**config.mk**
```make
export PLATFORM = sky130hd
export DESIGN_NAME = input_quant_packer_flat
export DESIGN_NICKNAME = d
export VERILOG_FILES = /design/src/rtl/inq_pkg.sv /design/src/rtl/input_quant_packer_if.sv /design/src/rtl/inq_quantize.sv /design/src/rtl/input_quant_packer.sv /design/src/flat_wrapper.sv
export SDC_FILE = /design/constraint.sdc
export NUM_CORES = 1
export LEC_CHECK = 0
export ABC_AREA = 1
export BUFFER_PORTS_ARGS = -buffer_cell sky130_fd_sc_hd__buf_2
export CORE_ASPECT_RATIO = 1.75
export CORE_UTILIZATION = 40
export DETAILED_ROUTE_END_ITERATION = 7
export PLACE_DENSITY_LB_ADDON = 0.12
export SYNTH_ARGS = -nofsm -noshare
export SYNTH_HDL_FRONTEND = slang
export SYNTH_SLANG_ARGS = --single-unit
export TNS_END_PERCENT = 20
```
**constraint.sdc**
```tcl
create_clock -name clk -period 2.8 [get_ports clk]
set_input_delay 0.56 -clock clk [delete_from_list [all_inputs] [get_ports clk]]
set_output_delay 0.56 -clock clk [all_outputs]
set_load 0.01 [all_outputs]
```
**src/rtl/inq_pkg.sv**
```systemverilog
// Shared constants, state encoding and default thresholds for the input quantizer/packer.
package inq_pkg;

  localparam int unsigned MAX_FEATURES = 16;
  localparam int unsigned RAW_W        = 8;
  localparam int unsigned Q_W          = 2;

  typedef enum logic [1:0] {
    COLLECT = 2'd0,
    HOLD    = 2'd1,
    DRAIN   = 2'd2
  } state_e;

  // Indexed [feature][sel]; sel 0/1/2 are t0/t1/t2, identical for every feature.
  localparam logic [MAX_FEATURES-1:0][2:0][RAW_W-1:0] DEF_THRESH =
    {MAX_FEATURES{8'd192, 8'd128, 8'd64}};

endpackage

```
**src/rtl/input_quant_packer_if.sv**
```systemverilog
// Raw-sample input stream plus packed-vector output stream of the quantizer/packer.
interface input_quant_packer_if #(
  parameter int unsigned NUM_FEATURES = inq_pkg::MAX_FEATURES
);

  logic                                   s_valid;
  logic                                   s_ready;
  logic [inq_pkg::RAW_W-1:0]              s_data;
  logic                                   s_last;
  logic                                   m_valid;
  logic                                   m_ready;
  logic [NUM_FEATURES*inq_pkg::Q_W-1:0]   m_data;

  modport master (
    output s_valid, s_data, s_last, m_ready,
    input  s_ready, m_valid, m_data
  );

  modport slave (
    input  s_valid, s_data, s_last, m_ready,
    output s_ready, m_valid, m_data
  );

endinterface

```
**src/rtl/inq_quantize.sv**
```systemverilog
// Combinational 2-bit quantizer: code counts how many of t0/t1/t2 the sample reaches.
module inq_quantize
  import inq_pkg::*;
(
  input  logic [RAW_W-1:0] i_x,
  input  logic [RAW_W-1:0] i_t0,
  input  logic [RAW_W-1:0] i_t1,
  input  logic [RAW_W-1:0] i_t2,
  output logic [Q_W-1:0]   o_code_c
);

  assign o_code_c = Q_W'(i_x >= i_t0) + Q_W'(i_x >= i_t1) + Q_W'(i_x >= i_t2);

endmodule

```
**src/rtl/input_quant_packer.sv**
```systemverilog
// Quantizes one raw feature per beat and packs a whole frame into the layer-0 input vector.
// Build option INQ_THRESH_PROG_EN adds run-time programmable thresholds (cfg_* ports).
module input_quant_packer
  import inq_pkg::*;
#(
  parameter int unsigned NUM_FEATURES = MAX_FEATURES  // must be 2..MAX_FEATURES
) (
  input  logic                            clk,
  input  logic                            rst_n,
  input_quant_packer_if.slave             bus,
`ifdef INQ_THRESH_PROG_EN
  input  logic                            cfg_we,
  input  logic [$clog2(NUM_FEATURES)-1:0] cfg_feat,
  input  logic [1:0]                      cfg_sel,
  input  logic [RAW_W-1:0]                cfg_data,
`endif
  output logic                            err,
  output logic [15:0]                     frame_cnt
);

  localparam int unsigned      IDX_W    = $clog2(NUM_FEATURES);
  localparam int unsigned      PACK_W   = NUM_FEATURES * Q_W;
  localparam logic [IDX_W-1:0] LAST_IDX = IDX_W'(NUM_FEATURES - 1);

  state_e                                 r_state, w_state_nxt;
  logic [IDX_W-1:0]                       r_idx, w_idx_nxt;
  logic [PACK_W-1:0]                      r_pack, w_pack_nxt, w_slot;
  logic [PACK_W-1:0]                      r_m_data, w_m_data_nxt;
  logic                                   r_m_valid, w_m_valid_nxt;
  logic                                   r_s_ready, w_s_ready_nxt;
  logic                                   r_err, w_err_nxt;
  logic [15:0]                            r_frame_cnt, w_frame_cnt_nxt;
  logic                                   w_accept;
  logic [Q_W-1:0]                         w_code;
  logic [NUM_FEATURES-1:0][2:0][RAW_W-1:0] w_thr;

`ifdef INQ_THRESH_PROG_EN
  logic [NUM_FEATURES-1:0][2:0][RAW_W-1:0] r_thr;

  // Writes land at the clock edge, so a beat quantized in the write cycle still sees the old value.
  always_ff @(posedge clk) begin
    if (!rst_n) begin
      r_thr <= DEF_THRESH[NUM_FEATURES-1:0];
    end else if (cfg_we && (cfg_sel != 2'd3) && (32'(cfg_feat) < NUM_FEATURES)) begin
      r_thr[cfg_feat][cfg_sel] <= cfg_data;
    end
  end

  assign w_thr = r_thr;
`else
  assign w_thr = DEF_THRESH[NUM_FEATURES-1:0];
`endif

  inq_quantize u_quantize (
    .i_x      (bus.s_data),
    .i_t0     (w_thr[r_idx][0]),
    .i_t1     (w_thr[r_idx][1]),
    .i_t2     (w_thr[r_idx][2]),
    .o_code_c (w_code)
  );

  // Pack register with the current beat's code dropped into slot r_idx.
  always_comb begin
    w_slot = r_pack;
    for (int i = 0; i < NUM_FEATURES; i++) begin
      if (r_idx == IDX_W'(i)) w_slot[i*Q_W +: Q_W] = w_code;
    end
  end

  assign w_accept = bus.s_valid && r_s_ready;

  always_comb begin
    w_state_nxt     = r_state;
    w_idx_nxt       = r_idx;
    w_pack_nxt      = r_pack;
    w_m_data_nxt    = r_m_data;
    w_m_valid_nxt   = r_m_valid;
    w_err_nxt       = 1'b0;
    w_frame_cnt_nxt = r_frame_cnt;

    unique case (r_state)
      COLLECT: begin
        if (w_accept) begin
          w_pack_nxt = w_slot;
          if (r_idx == LAST_IDX) begin
            w_idx_nxt = '0;
            if (bus.s_last) begin
              w_m_data_nxt  = w_slot;
              w_m_valid_nxt = 1'b1;
              w_state_nxt   = HOLD;
            end else begin
              w_err_nxt   = 1'b1;
              w_state_nxt = DRAIN;
            end
          end else if (bus.s_last) begin
            w_err_nxt = 1'b1;
            w_idx_nxt = '0;
          end else begin
            w_idx_nxt = r_idx + 1'b1;
          end
        end
      end
      HOLD: begin
        if (r_m_valid && bus.m_ready) begin
          w_m_valid_nxt   = 1'b0;
          w_frame_cnt_nxt = r_frame_cnt + 16'd1;
          w_state_nxt     = COLLECT;
        end
      end
      DRAIN: begin
        if (w_accept && bus.s_last) begin
          w_idx_nxt   = '0;
          w_state_nxt = COLLECT;
        end
      end
      default: begin
        w_idx_nxt   = '0;
        w_state_nxt = COLLECT;
      end
    endcase

    // Registered ready: follows the next state, never m_ready combinationally.
    w_s_ready_nxt = (w_state_nxt != HOLD);
  end

  always_ff @(posedge clk) begin
    if (!rst_n) begin
      r_state     <= COLLECT;
      r_idx       <= '0;
      r_pack      <= '0;
      r_m_data    <= '0;
      r_m_valid   <= 1'b0;
      r_s_ready   <= 1'b0;
      r_err       <= 1'b0;
      r_frame_cnt <= '0;
    end else begin
      r_state     <= w_state_nxt;
      r_idx       <= w_idx_nxt;
      r_pack      <= w_pack_nxt;
      r_m_data    <= w_m_data_nxt;
      r_m_valid   <= w_m_valid_nxt;
      r_s_ready   <= w_s_ready_nxt;
      r_err       <= w_err_nxt;
      r_frame_cnt <= w_frame_cnt_nxt;
    end
  end

  assign bus.s_ready = r_s_ready;
  assign bus.m_valid = r_m_valid;
  assign bus.m_data  = r_m_data;
  assign err         = r_err;
  assign frame_cnt   = r_frame_cnt;

endmodule

```
**src/flat_wrapper.sv**
```systemverilog
// flat-port wrapper written by rule: the top's interface ports become plain ports
module input_quant_packer_flat import inq_pkg::*;
#(
  parameter int unsigned NUM_FEATURES = MAX_FEATURES                            
)
  (clk, rst_n, err, frame_cnt, bus_s_valid, bus_s_data, bus_s_last, bus_m_ready, bus_s_ready, bus_m_valid, bus_m_data);
  input_quant_packer_if #(.NUM_FEATURES(NUM_FEATURES)) bus_i ();
  input  logic clk;
  input  logic rst_n;
  output logic err;
  output logic [15:0] frame_cnt;
  input wire logic [$bits(bus_i.s_valid)-1:0] bus_s_valid;
  input wire logic [$bits(bus_i.s_data)-1:0] bus_s_data;
  input wire logic [$bits(bus_i.s_last)-1:0] bus_s_last;
  input wire logic [$bits(bus_i.m_ready)-1:0] bus_m_ready;
  output wire logic [$bits(bus_i.s_ready)-1:0] bus_s_ready;
  output wire logic [$bits(bus_i.m_valid)-1:0] bus_m_valid;
  output wire logic [$bits(bus_i.m_data)-1:0] bus_m_data;
  assign bus_i.s_valid = bus_s_valid;
  assign bus_i.s_data = bus_s_data;
  assign bus_i.s_last = bus_s_last;
  assign bus_i.m_ready = bus_m_ready;
  assign bus_s_ready = bus_i.s_ready;
  assign bus_m_valid = bus_i.m_valid;
  assign bus_m_data = bus_i.m_data;
  input_quant_packer #(.NUM_FEATURES(NUM_FEATURES)) u_core (.clk(clk), .rst_n(rst_n), .bus(bus_i), .err(err), .frame_cnt(frame_cnt));
endmodule
```
==> flow_summary_export.csv <==
group,metric,value,unit
cts,cts-root-to-sink-buffers,2,
sta,timing.final.hold_violations,0,
drt,top_signal_layer_used,"met4",
logic_synthesis,synth_edf_count,0,
placed_design,place.detailed.hpwl,6605,um
sta,post-route-period-util,0.7066,
cts,clkTransAtPathRegs,0.06,ns
logic_synthesis,synth_top_area_share,0.4433,
sta,timing.clock.skew,0.005812,ns
placed_design,buffer_ports.inserted,57,
drt,via_count,3713,
logic_synthesis,ys_async_sr_fraction,0,
drt,route.detailed.drc,0,
placed_design,place_congestion,0.7372,
logic_synthesis,dominant_cell_by_count_in_the_synthesized_netlist,"sky130_fd_sc_hd__nor2_1",
worst_setup_path,timing.setup.critical_path_class,"flop to flop",
floorplanning,ioPinCount,64,
floorplanning,floorplan.die_area,10470,um^2
sta,setup-tns-final,0,ns
logic_synthesis,ys_types,25,
drt,routed_via_count_divided_by_cell_count,4.835,
logic_synthesis,netlist_area,4019,um^2
logic_synthesis,cell_taking_the_most_area_after_synthesis,"sky130_fd_sc_hd__dfxtp_1",
cts,number_of_clock_sinks,89,
worst_setup_path,crit_fanout,44,
logic_synthesis,dominantRegCellSynth,"sky130_fd_sc_hd__dfxtp_1",
cells_and_area,antennaDiodeCount,0,
power_and_ir_drop,vdd.ir_drop.worst,0.3216,mV
logic_synthesis,ys_seq_elements,89,
drt,wl,9426,um
power_and_ir_drop,p_leak,2.212,nW
logic_synthesis,synthTopCellsByArea,"sky130_fd_sc_hd__dfxtp_1, sky130_fd_sc_hd__nor2_1, sky130_fd_sc_hd__o21ai_0",
sta,setup_repair_after_global_routing_missed_its_margin,"no",
run_status,status,"finished clean",
cells_and_area,syn2layout_area_growth,16.34,%
drt,met3WireLength,345,um
logic_synthesis,yosys_warnings,0,
drt,wl_met2,5015,um
logic_synthesis,synth.cells.most_frequent,"sky130_fd_sc_hd__nor2_1, sky130_fd_sc_hd__nand2_1, sky130_fd_sc_hd__dfxtp_1, sky130_fd_sc_hd__o21ai_0, sky130_fd_sc_hd__inv_1",
grt,globalRoute.totalOverflow,0,
worst_setup_path,worstSetupEndpointType,"flop",
sta,period_minus_slack,1.979,ns
drt,drt_pre_antenna_iters,6,
grt,grt_antenna_before_repair,0,
power_and_ir_drop,totalPowerFinal,0.002719,W
floorplanning,dieHeight,134.6,um
cts,postCtsSetupBuffers,0,
cts,hold_buffer_count_at_cts,0,
grt,grt_pass1_vias,3425,
placed_design,place_inst,752,
cells_and_area,final_nets,656,
sta,tightestPinTransition,0.5808,ns
drt,drt_first_iter_violations,199,
cells_and_area,layoutNonFillerInstCount,768,
worst_setup_path,type_of_element_launching_the_critical_path,"flop",
floorplanning,initial_cell_density_of_the_core,0.4105,
sta,max_clock_freq,505.4,MHz
drt,final_ant_viol_nets,0,
sta,count_of_final_max_slew_check_failures,0,
floorplanning,core.rowCount,48,
cells_and_area,nFillCells,1020,
worst_setup_path,cp.required,3.03,ns
cts,post_cts_resize_count,0,
floorplanning,core_area,9789,um^2
logic_synthesis,mappedNetlistNets,609,
cts,master_cell_of_the_clock_root_buffer,"sky130_fd_sc_hd__clkbuf_16",
worst_hold_path,min-delay-path-class,"flop to flop",
worst_setup_path,cp.arrival,2.21,ns
logic_synthesis,proportion_of_synthesized_chip_area_in_sequential_cells,0.4433,
cts,tritoncts_clock_tree,"yes",
logic_synthesis,postSynthAreaPerCell,6.800,um^2
drt,detail_route.wirelength.met1,3928,um
drt,avgRoutedWirePerCell,12.27,um
cts,clock_latency,0.33,ns
power_and_ir_drop,powerDensity,581.5,nW/um^2
cts,cts_buffers,9,
logic_synthesis,mapped_cells,591,
grt,grt_util_all_layers,0.1901,
sta,timing.max_slew.rel_slack,0.6128,
job,maxCapViolCount,0,
grt,grt_first_pass_wirelength,15690,um
grt,grt_start_max_net_pins,45,
cells_and_area,drive_above_1_share,0.1400,
floorplanning,fp.dieW,77.77,um
cts,ctsHtreeMaxLevel,3,
sta,timing.final.setup_violations,0,
[metal layers]
| layer | GRT usage | vias up |
|---|---|---|
| li1 | - | 1964 |
| met2 | 0.3545 | 69 |
| met3 | 0.04324 | 10 |
| met5 | 0 | - |
| met1 | 0.2017 | 1670 |
| met4 | 0.07862 | 0 |
[final cells by class]
type | count | area, um^2 | area share
clock buffers | 10 | 239.0 | 0.05111
clock inverters | 6 | 67.56 | 0.01445
inverters | 64 | 240.2 | 0.05138
multi-input cells | 413 | 1876 | 0.4011
flip-flops and latches | 89 | 1782 | 0.3811
well taps | 125 | 156.4 | 0.03345
repair buffers | 61 | 315.3 | 0.06743
[power by group]
part	internal [W]	switching [W]	leakage, nW
sequential	0.00130	0.0000203	0.723
clock	0.000715	0.000501	0.133
combinational	0.0000583	0.000124	1.36
total	0.00207	0.000645	2.21
[metrics by stage]
| stage | setup slack [ns] | cell area [um^2] | utilization | hold slack, ns |
|---|---|---|---|---|
| floorplan | 1.279 | 4019 | - | 0.4646 |
| global placement | 0.7646 | 4369 | 0.4463 | 0.4582 |
| detailed placement | 0.7424 | 4369 | 0.4463 | 0.4659 |
| CTS | 0.7773 | 4676 | 0.4776 | 0.4808 |
| global route | 0.5630 | 4676 | 0.4776 | 0.4970 |
| finish | 0.8214 | 4676 | 0.4776 | 0.4730 |
[cell usage in the layout (no fill, tap or decap), types with 3 or more instances in the layout]
cell type and instances:
sky130_fd_sc_hd__nand2_1 90, sky130_fd_sc_hd__nand4_1 6, sky130_fd_sc_hd__inv_2 4, sky130_fd_sc_hd__buf_4 4, sky130_fd_sc_hd__ha_1 5, sky130_fd_sc_hd__clkbuf_16 9
sky130_fd_sc_hd__clkinvlp_4 5, sky130_fd_sc_hd__o21ai_0 85, sky130_fd_sc_hd__o21ai_1 6, sky130_fd_sc_hd__nor2_1 154, sky130_fd_sc_hd__nor3_1 5, sky130_fd_sc_hd__a21oi_1 24
sky130_fd_sc_hd__buf_2 57, sky130_fd_sc_hd__nand2_2 3, sky130_fd_sc_hd__dfxtp_1 89, sky130_fd_sc_hd__nand3_1 22, sky130_fd_sc_hd__inv_1 60
[worst paths after layout]
kind                              from               endpoint  slack (ns)  cells past startpoint
setup / recovery       u_core.r_idx[0]  u_core.bus.m_data[16]        0.82                      8
hold / removal    u_core.bus.m_data[8]   u_core.bus.m_data[8]        0.47                      2
setup reg to reg       u_core.r_idx[0]  u_core.bus.m_data[16]        0.82                      8
hold reg to reg   u_core.bus.m_data[8]   u_core.bus.m_data[8]        0.47                      2
[flip-flops by register name (all words and copies together), names as in the netlist]
register,flops
u_core.r_idx,4
u_core.frame_cnt,16
u_core.bus.s_ready,1
u_core.err,1
u_core.bus.m_data,32
u_core.r_pack,32
u_core.r_state,2
u_core.bus.m_valid,1
[critical path: stages (launching register included)]
cell and delay (ns):
sky130_fd_sc_hd__dfxtp_1 0.44, sky130_fd_sc_hd__ha_1 0.30, sky130_fd_sc_hd__nand2_2 0.13, sky130_fd_sc_hd__nor2_8 0.16
sky130_fd_sc_hd__nand2_2 0.11, sky130_fd_sc_hd__nor2_8 0.49, sky130_fd_sc_hd__nand2_1 0.12, sky130_fd_sc_hd__nand2_1 0.08
sky130_fd_sc_hd__nor2_1 0.04
[kinds of logic after synthesis]
kind of cell | synth area share
adders and majority gates | 0.01557
and+or+nand+nor | 0.2961
xor gates and xnor gates | 0.004359
buffers and inverters | 0.08998
DFF | 0.4433
AOI/OAI and AO/OA | 0.1507
No activity file was read; power rests on OpenSTA's default activity.
